[src/rtl/mem_pkg.sv]
// Shared types and elaboration helpers for the byte-lane clearable RAM.
// Latency: n/a (types and constant functions only).
// Backpressure: n/a.
package mem_pkg;

  // Sequencer state: CLEAR sweeps clr_val through every word, IDLE serves the ports.
  typedef enum logic {
    IDLE  = 1'b0,
    CLEAR = 1'b1
  } mem_state_t;

  // Only one or two read stages are built; anything else is a configuration error.
  function automatic bit rd_lat_legal(input int lat);
    return (lat == 1) || (lat == 2);
  endfunction

endpackage

[src/rtl/mem_bank.sv]
// One lane-wide storage array: synchronous write, registered read, no reset.
// Latency: read data registered on the edge that samples re; a same-edge write is not seen (old data).
// Backpressure: none; the caller qualifies we/re.
// Ports: clk; we/w_addr/w_data write port; re/r_addr read port; r_data registered read data.
module mem_bank #(
  parameter int width = 8,
  parameter int depth = 6,
  parameter int aw    = 3
) (
  input  logic             clk,
  input  logic             we,
  input  logic [aw-1:0]    w_addr,
  input  logic [width-1:0] w_data,
  input  logic             re,
  input  logic [aw-1:0]    r_addr,
  output logic [width-1:0] r_data
);

  (* ram_style = "block" *) logic [width-1:0] mem [0:depth-1];

  // No reset on purpose: contents are defined only by the clear sweep, and the
  // read register is masked by the top level until a valid read lands in it.
  always_ff @(posedge clk) begin
    if (we) begin
      mem[w_addr] <= w_data;
    end
    if (re) begin
      r_data <= mem[r_addr];
    end
  end

endmodule

[src/rtl/mem_be_clr.sv]
// Simple dual-port RAM with byte-lane writes, a hardware clear sweep and 1- or 2-cycle reads.
// Latency: read result and r_valid rd_lat edges after the accepting edge (same edge counts as 1); writes visible next edge.
// Backpressure: none on the ports; while busy is high every read and write is silently dropped.
// Ports: clk, rst_n (async, active low); clr request / busy status;
//        w_enbl, w_be, w_addr, w_data write port; r_enbl, r_addr read request; r_data, r_valid read result.
module mem_be_clr
  import mem_pkg::*;
#(
  parameter int              bits        = 32,
  parameter int              lane        = 8,
  parameter int              words       = 6,
  parameter int              address     = $clog2(words),
  parameter int              rd_lat      = 1,
  parameter bit              write_first = 1'b1,
  parameter logic [bits-1:0] clr_val     = '0,
  localparam int             lanes       = bits / lane
) (
  input  logic               clk,
  input  logic               rst_n,
  input  logic               clr,
  output logic               busy,
  input  logic               w_enbl,
  input  logic [lanes-1:0]   w_be,
  input  logic [address-1:0] w_addr,
  input  logic [bits-1:0]    w_data,
  input  logic               r_enbl,
  input  logic [address-1:0] r_addr,
  output logic [bits-1:0]    r_data,
  output logic               r_valid
);

  // ---------------------------------------------------------------------------
  // Configuration checks, evaluated at elaboration
  // ---------------------------------------------------------------------------
  if (!rd_lat_legal(rd_lat)) begin : g_bad_rd_lat
    $error("mem_be_clr: rd_lat must be 1 or 2");
  end

  if ((bits % lane) != 0) begin : g_bad_lane
    $error("mem_be_clr: bits must be a multiple of lane");
  end

  localparam logic [address-1:0] last_addr = address'(words - 1);

  // ---------------------------------------------------------------------------
  // Clear sequencer FSM
  // ---------------------------------------------------------------------------
  mem_state_t         state;
  mem_state_t         state_nxt;
  logic [address-1:0] clr_ptr;
  logic               sweep_last;
  logic               port_en;

  assign sweep_last = (clr_ptr == last_addr);

  // Reset lands in CLEAR so the array is swept to a known value before use.
  always_ff @(posedge clk or negedge rst_n) begin
    if (!rst_n) begin
      state <= CLEAR;
    end else begin
      state <= state_nxt;
    end
  end

  // clr is only looked at in IDLE, so a request during a sweep never restarts it.
  always_comb begin
    state_nxt = state;
    unique case (state)
      IDLE:    if (clr) state_nxt = CLEAR;
      CLEAR:   if (sweep_last) state_nxt = IDLE;
      default: state_nxt = CLEAR;
    endcase
  end

  always_comb begin
    busy    = 1'b0;
    port_en = 1'b0;
    unique case (state)
      IDLE:    port_en = 1'b1;
      CLEAR:   busy    = 1'b1;
      default: busy    = 1'b1;
    endcase
  end

  // Pointer parks at 0 in IDLE, so an accepted clr always starts the sweep at word 0.
  always_ff @(posedge clk or negedge rst_n) begin
    if (!rst_n) begin
      clr_ptr <= '0;
    end else if (state == CLEAR && !sweep_last) begin
      clr_ptr <= clr_ptr + address'(1);
    end else begin
      clr_ptr <= '0;
    end
  end

  // ---------------------------------------------------------------------------
  // User port qualification and range check
  // ---------------------------------------------------------------------------
  logic w_ok;
  logic r_ok;
  logic w_go;
  logic r_go;
  logic collide;

  // words need not be a power of two, so the top address codes are out of range.
  assign w_ok    = (32'(w_addr) < words);
  assign r_ok    = (32'(r_addr) < words);
  assign w_go    = port_en & w_enbl & w_ok;
  assign r_go    = port_en & r_enbl;
  // w_go already implies an in-range address, so equality implies a real collision.
  assign collide = w_go & r_go & (w_addr == r_addr);

  // ---------------------------------------------------------------------------
  // Storage: one bank per lane, write port muxed between sweep and user
  // ---------------------------------------------------------------------------
  logic [address-1:0] bank_waddr;
  logic [bits-1:0]    bank_q;

  assign bank_waddr = busy ? clr_ptr : w_addr;

  for (genvar i = 0; i < lanes; i++) begin : g_lane
    logic            lane_we;
    logic [lane-1:0] lane_wd;

    assign lane_we = busy | (w_go & w_be[i]);
    assign lane_wd = busy ? clr_val[i*lane +: lane] : w_data[i*lane +: lane];

    (* ram_style = "block" *)
    mem_bank #(
      .width (lane),
      .depth (words),
      .aw    (address)
    ) u_bank (
      .clk    (clk),
      .we     (lane_we),
      .w_addr (bank_waddr),
      .w_data (lane_wd),
      .re     (r_go & r_ok),
      .r_addr (r_addr),
      .r_data (bank_q[i*lane +: lane])
    );
  end

  // ---------------------------------------------------------------------------
  // Read stage 1: side information registered alongside the bank read
  // ---------------------------------------------------------------------------
  logic             s1_vld;
  logic             s1_ok;
  logic [lanes-1:0] s1_fwd;
  logic [bits-1:0]  s1_wdat;
  logic [bits-1:0]  s1_word;

  // The flags only move on an accepted read, so the stage-1 word (and r_data
  // when rd_lat is 1) holds its value between reads.
  always_ff @(posedge clk or negedge rst_n) begin
    if (!rst_n) begin
      s1_vld  <= 1'b0;
      s1_ok   <= 1'b0;
      s1_fwd  <= '0;
      s1_wdat <= '0;
    end else begin
      s1_vld <= r_go;
      if (r_go) begin
        s1_ok   <= r_ok;
        // Banks read old data on a collision; write-first patches the written lanes afterwards.
        s1_fwd  <= (write_first && collide) ? w_be : '0;
        s1_wdat <= w_data;
      end
    end
  end

  // s1_ok low also covers the post-reset state, masking the unreset bank registers.
  always_comb begin
    s1_word = '0;
    for (int i = 0; i < lanes; i++) begin
      s1_word[i*lane +: lane] = s1_fwd[i] ? s1_wdat[i*lane +: lane] : bank_q[i*lane +: lane];
    end
    if (!s1_ok) begin
      s1_word = '0;
    end
  end

  // ---------------------------------------------------------------------------
  // Optional output register stage
  // ---------------------------------------------------------------------------
  if (rd_lat == 2) begin : g_lat2
    logic [bits-1:0] out_q;
    logic            vld_q;

    // A result reaching this stage while a sweep runs is discarded: after a
    // clear no stale pre-clear data may be reported as a fresh read.
    always_ff @(posedge clk or negedge rst_n) begin
      if (!rst_n) begin
        out_q <= '0;
        vld_q <= 1'b0;
      end else begin
        vld_q <= s1_vld & port_en;
        if (s1_vld && port_en) begin
          out_q <= s1_word;
        end
      end
    end

    assign r_data  = out_q;
    assign r_valid = vld_q;
  end else begin : g_lat1
    assign r_data  = s1_word;
    assign r_valid = s1_vld;
  end

endmodule

[config.mk]
export PLATFORM = sky130hd
export DESIGN_NAME = mem_be_clr
export DESIGN_NICKNAME = d
export VERILOG_FILES = /design/src/rtl/mem_pkg.sv /design/src/rtl/mem_bank.sv /design/src/rtl/mem_be_clr.sv
export SDC_FILE = /design/constraint.sdc
export NUM_CORES = 1
export LEC_CHECK = 0
export ABC_AREA = 1
export CORE_MARGIN = 5
export CORE_UTILIZATION = 58
export CTS_CLUSTER_DIAMETER = 100
export CTS_CLUSTER_SIZE = 10
export DETAILED_ROUTE_END_ITERATION = 10
export PLACE_DENSITY = 0.79
export SETUP_SLACK_MARGIN = 0.02
export SLEW_MARGIN = 20
export SYNTH_ARGS = -nofsm -noshare
export SYNTH_HDL_FRONTEND = slang
export SYNTH_SLANG_ARGS = --single-unit
export TNS_END_PERCENT = 1
[constraint.sdc]
create_clock -name clk -period 2.32 [get_ports clk]
set_input_delay 0.348 -clock clk [delete_from_list [all_inputs] [get_ports clk]]
set_output_delay 0.348 -clock clk [all_outputs]
set_load 0.005 [all_outputs]
# Word level (Yosys, flattened, before mapping)

Memories as Yosys holds them, arrays and structs flattened. A register that Yosys moved wholly into a read port is not among the register bits.
Cells that the tools add are included.

Order comparisons: 2
Mux-type cells: 25
Add/subtract/negate cells: 1
Equal/unequal tests: 2
Bitwise gates (word level): 15
Reduce and logical (&&, ||, !) cells: 2

Operators with widths:

| operator                                                       | number |
|---|---|
| 8-bit 2-to-1 mux                                               | 8 |
| 32-bit 2-to-1 mux                                              | 1 |
| 1-bit 2-to-1 mux                                               | 12 |
| 1-bit bitwise AND                                              | 10 |
| 3-bit < comparator (second input constant)                     | 2 |
| 3-bit 2-to-1 mux                                               | 2 |
| 4-bit 2-to-1 mux                                               | 1 |
| 1-bit bitwise OR                                               | 4 |
| 3-bit by 1-bit adder with 3-bit output (second input constant) | 1 |
| 3-bit == test                                                  | 1 |
| 3-bit == test (second input constant)                          | 1 |
| 1-bit one-hot mux with 2 select lines                          | 1 |
| 1-bit logical AND                                              | 1 |
| 1-bit zero test                                                | 1 |
| 1-bit inverter                                                 | 1 |

Memory bits (writable): 192
Bits of input ports: 47
Flip-flop bits (word level): 42
Memories kept: 4

Memories:

| memory               | words | bits a word | rd ports | clocked after Yosys merged registers in | wr ports | line           | source |
|---|---|---|---|---|---|---|---|
| g_lane[0].u_bank.mem | 6     | 8           | 1        | 1                                       | 1        | mem_bank.sv:19 | `(* ram_style = "block" *) logic [width-1:0] mem [0:depth-1];` |
| g_lane[1].u_bank.mem | 6     | 8           | 1        | 1                                       | 1        | mem_bank.sv:19 |  |
| g_lane[2].u_bank.mem | 6     | 8           | 1        | 1                                       | 1        | mem_bank.sv:19 |  |
| g_lane[3].u_bank.mem | 6     | 8           | 1        | 1                                       | 1        | mem_bank.sv:19 |  |

# Depth between registers and ports, before layout

Gate-level depths: netlist (run 1).

Depth after elaboration: 7
Depth in mapped cells: 8
Gate-level depth less buffers: 6

# By module

From an unflattened synthesis (run 1), not the netlist that was laid out.

Cells, all modules: 1022
Area total of the unflattened synthesis: 11080.6 µm²

By module, submodules not included:

| module     | sequential area each (µm²) | cells an instance | times used | area an instance (µm²) |
|---|---|---|---|---|
| mem_bank   | 1681.6                     | 168               | 4          | 2180.8 |
| mem_be_clr | 1052.3                     | 350               | 1          | 2357.3 |

# Worst setup path before layout (run 1)

OpenSTA, ideal clock, no wires.

Path type: input to register
Start: input port r_addr[1]
End: register g_lane[0].u_bank.r_data[0] (read register of g_lane[0].u_bank.mem) (enable)
Stages: 5
Arrival: 1.529 ns
Slack: 0.404 ns
Library setup time: 0.387 ns
Cells stage by stage: buf_2 -> inv_2 -> buf_2 -> o21ai_0 -> inv_1

Longest elaborated chain between the ends: 2

Ends and longest elaborated chain:

| element                 | line              | source |
|---|---|---|
| from (decl)             | mem_be_clr.sv:27  | `input logic [address-1:0] r_addr,` |
| 3-bit < comparator      | mem_be_clr.sv:107 | `assign r_ok = (32'(r_addr) < words);` |
| 1-bit bitwise AND       | mem_be_clr.sv:138 | `.re (r_go & r_ok),` |
| via g_lane[0].u_bank.re | mem_bank.sv:14    | `input logic re,` |
| to (decl)               | mem_bank.sv:16    | `output logic [width-1:0] r_data` |

The timed path passes the listed nets, and every way through them passes these cells.
A chain may end at the register's enable or synchronous reset.

# Worst setup path after layout (run 1)

Start: register s1_ok
End: output port r_data[25]

Longest elaborated chain between the ends: 1

Ends and longest elaborated chain:

| element                | line              | source |
|---|---|---|
| from (decl)            | mem_be_clr.sv:148 | `logic s1_ok;` |
| from (signal assigned) | mem_be_clr.sv:164 | `s1_ok <= r_ok;` |
| 32-bit 2-to-1 mux      | mem_be_clr.sv:178 | `if (!s1_ok) begin` |
| to (decl)              | mem_be_clr.sv:28  | `output logic [bits-1:0] r_data,` |

Every way passes these cells.

==> run metrics, run 1 <==
Clock Latency Late Sink=between 0.5 and 0.6 ns; Iteration-0 DRC Markers=981; startpoint types=flip-flop; multi-input logic area=0.00258 mm²; minimum clock period=2.31 ns; Peak Freq=~430 MHz; Commonest cells post-synth=edfxtp_1, nand2_1, nor2_1; Vias/cell=roughly 5.8; post-route setup TNS=0 ns; CORE AREA=0.0181 mm²; Mapped Cells=approximately 960; Peak supply drop=approximately 640 µV; Layout Nets=1115; CTS sink cnt=266; clk slew on worst S/H paths=0.05 ns; final setup violating endpoints=0; HP Class=in2async; register area share after synthesis=72.1%; dpl ws=approximately 0.12 ns; Seq. cell area=0.00778 mm²; first-pass GRT wire length=40.6 mm; CTS Buffer Depth=3; drt pass-1 iters=6; n_diodes=0; initial core utilization=59.5%; number of buffers added on ports=80; top cell type's share of synthesized area=62.3%; Ports=between 80 and 90; gr usage total=approximately 24%; initial antenna violation count=0; Synth area leader=edfxtp_1; Setup WS post-layout=roughly 0.0051 ns; routed len/inst=20.0 µm; worst path required time=1.97 ns; hpwl dp=roughly 17 mm; Top Usage Layer GRT=met2; Setup Buffers After CTS=0; ratio of cells with drive above 1 in the final layout=8.53%; Syn-to-layout area delta=20.4%; Ys Warns=0; H-tree depth=1; Synth async-reset ratio=about 16%; max-slew violations=0; max_cap viols=0; Crit Path Class=reg2out; Fin Clk Skew=0.0127 ns; number of CTS-inserted buffers=30; GPL Wtd Cong=around 0.86; outcome=finished, final reports clean; Synth area leaders=edfxtp_1, dfrtp_1, nand2_1; ANT nets after route=0; Die Height=approximately 150 µm; Yosys reg bits=266; RSZ-0062 raised after global routing=true; data arrival time of the worst path=1.97 ns; DRC Markers=0; Slew Limit Headroom=54.9%; M2 GR Usage=38.8%; die width=146 µm; PwrDens=1190 mW/mm²; num rows=49; GRT overflow=0; Worst Reg2Reg Path Length in Cells=6; Pleak=5.33 nW; Worst Tran Pin Value=approximately 0.67 ns; Synth Area per Inst=between 10 and 15 µm²; fill count=between 1000 and 1500; Syn Nets=1013; final WL=26.3 mm; most numerous cell in the Yosys netlist=edfxtp_1; library cells used by synthesis=21; number of global-route vias before repair=about 7400; full die area=between 0.02 and 0.025 mm²; met3 usage=roughly 3.8%; clk root buf=clkbuf_16; via count=7627; largest net degree at the start of global routing=98; crit-path max FO=17; endpoint type of the worst setup path=output pin; CTS tree=built; Hold Vio Cnt, Final=0; ys flop type=edfxtp_1; synthesized area=approximately 0.011 mm²; grt met1 use=34.6%; number of flops mapped to enable cells by yosys=approximately 220; Final Cycle Share=99.8%
logic make-up (layout without fill, tap and decap cells):
group                      after synthesis  count (layout)  synth area share (%)
adders and majority gates                2               2                 0.232
buffers and inverters                  103             229                  4.01
and+or+nand+nor                        459             459                  17.3
xor gates and xnor gates                 2               2                 0.162
AOI/OAI and AO/OA                      132             132                  6.19
DFF                                    266             266                  72.1
cell usage in the layout (no fill, tap or decap), drive strengths merged:
cell           netlist  routed
ha                   2       2
nand2              192     192
dfrtp               41      41
buf                 30      42
xnor2                2       2
o21ai              132     132
and2b                1       1
dlygate4sd3          0       1
nand4                4       4
nor2               159     159
dlymetal6s2s         0      17
clkdlybuf4s50        0      61
nand3              102     102
bufinv               0       1
dfstp                1       1
inv                 51      51
edfxtp             224     224
clkbuf              22      56
nor2b                1       1
metrics by stage:
stage	hold slack, ns	instances	cell area [µm²]	utilization, %	power [mW]
finish	0.312	1319	13000	71.6	15.5
CTS	0.312	1318	12900	71.1	15.4
detailed placement	0.340	1261	12000	66.1	11.1
global placement	0.331	1261	12000	66.1	10.9
floorplan	0.0524	964	10800	-	9.31
global route	0.348	1319	13000	71.6	16.2
path summary, 6_finish.rpt:
| kind | from | end | slack (ns) |
|---|---|---|---|
| max | s1_ok | r_data[25] | 0.005 |
| min | rst_n | s1_ok | 0.31 |
| max reg2reg | state | g_lane[0].u_bank.mem[1][3] | 0.23 |
| min reg2reg | s1_wdat[18] | s1_wdat[18] | 0.49 |
| max in group asynchronous | rst_n | s1_fwd[3] | 1.37 |
| min in group clk | r_enbl | r_valid | 0.37 |
final cells by class:
class,count,share of cell area (%)
clock buffer,55,6.66
clock inverter,1,0.231
inverter,51,1.51
multi-input combinational,595,19.9
sequential,266,59.9
tap,229,2.21
timing repair buffer,122,9.63
state kept, by name, indices dropped and copies added, names as in the netlist:
signal                count
clr_ptr                   3
g_lane.u_bank.mem       192
g_lane.u_bank.r_data     32
r_valid                   1
s1_fwd                    4
s1_ok                     1
s1_wdat                  32
state                     1
power breakdown:
group | switching, mW | leakage [nW] | internal [mW] | total, mW
combinational | 2.32 | 2.29 | 1.31 | 3.62
clock | 1.74 | 0.424 | 2.59 | 4.33
sequential | 0.479 | 2.62 | 7.04 | 7.51
total | 4.53 | 5.33 | 10.9 | 15.5
timing repair:
item | in CTS | in global routing
pin swaps | 0 | 1
hold buffers | 1 | 0
gates cloned | 0 | 1
resized for setup | 7 | 27
endpoints found under the hold margin | 13 | 0
endpoints found under the setup margin | 29 | 23
critical path: stages, from the launching register on:
cell and delay, ns:
dfrtp_2 0.47, buf_12 0.18, o21ai_0 0.11, nor2_1 0.13
clkdlybuf4s50_1 0.53
metal layers:
metal / wire (µm) / part of all wire [%]
met1: 10600 / 40
met2: 12400 / 47
met3: 2630 / 10
met4: 640 / 2.4
met5: 0 / 0
Power figures use the tool's default switching activity.
==> run 2, diff against run 1 <==
- CAP_MARGIN: not set -> 10
==> results of run 2 <==
No change in the layout: final DEF, timing and power equal those of run 1.
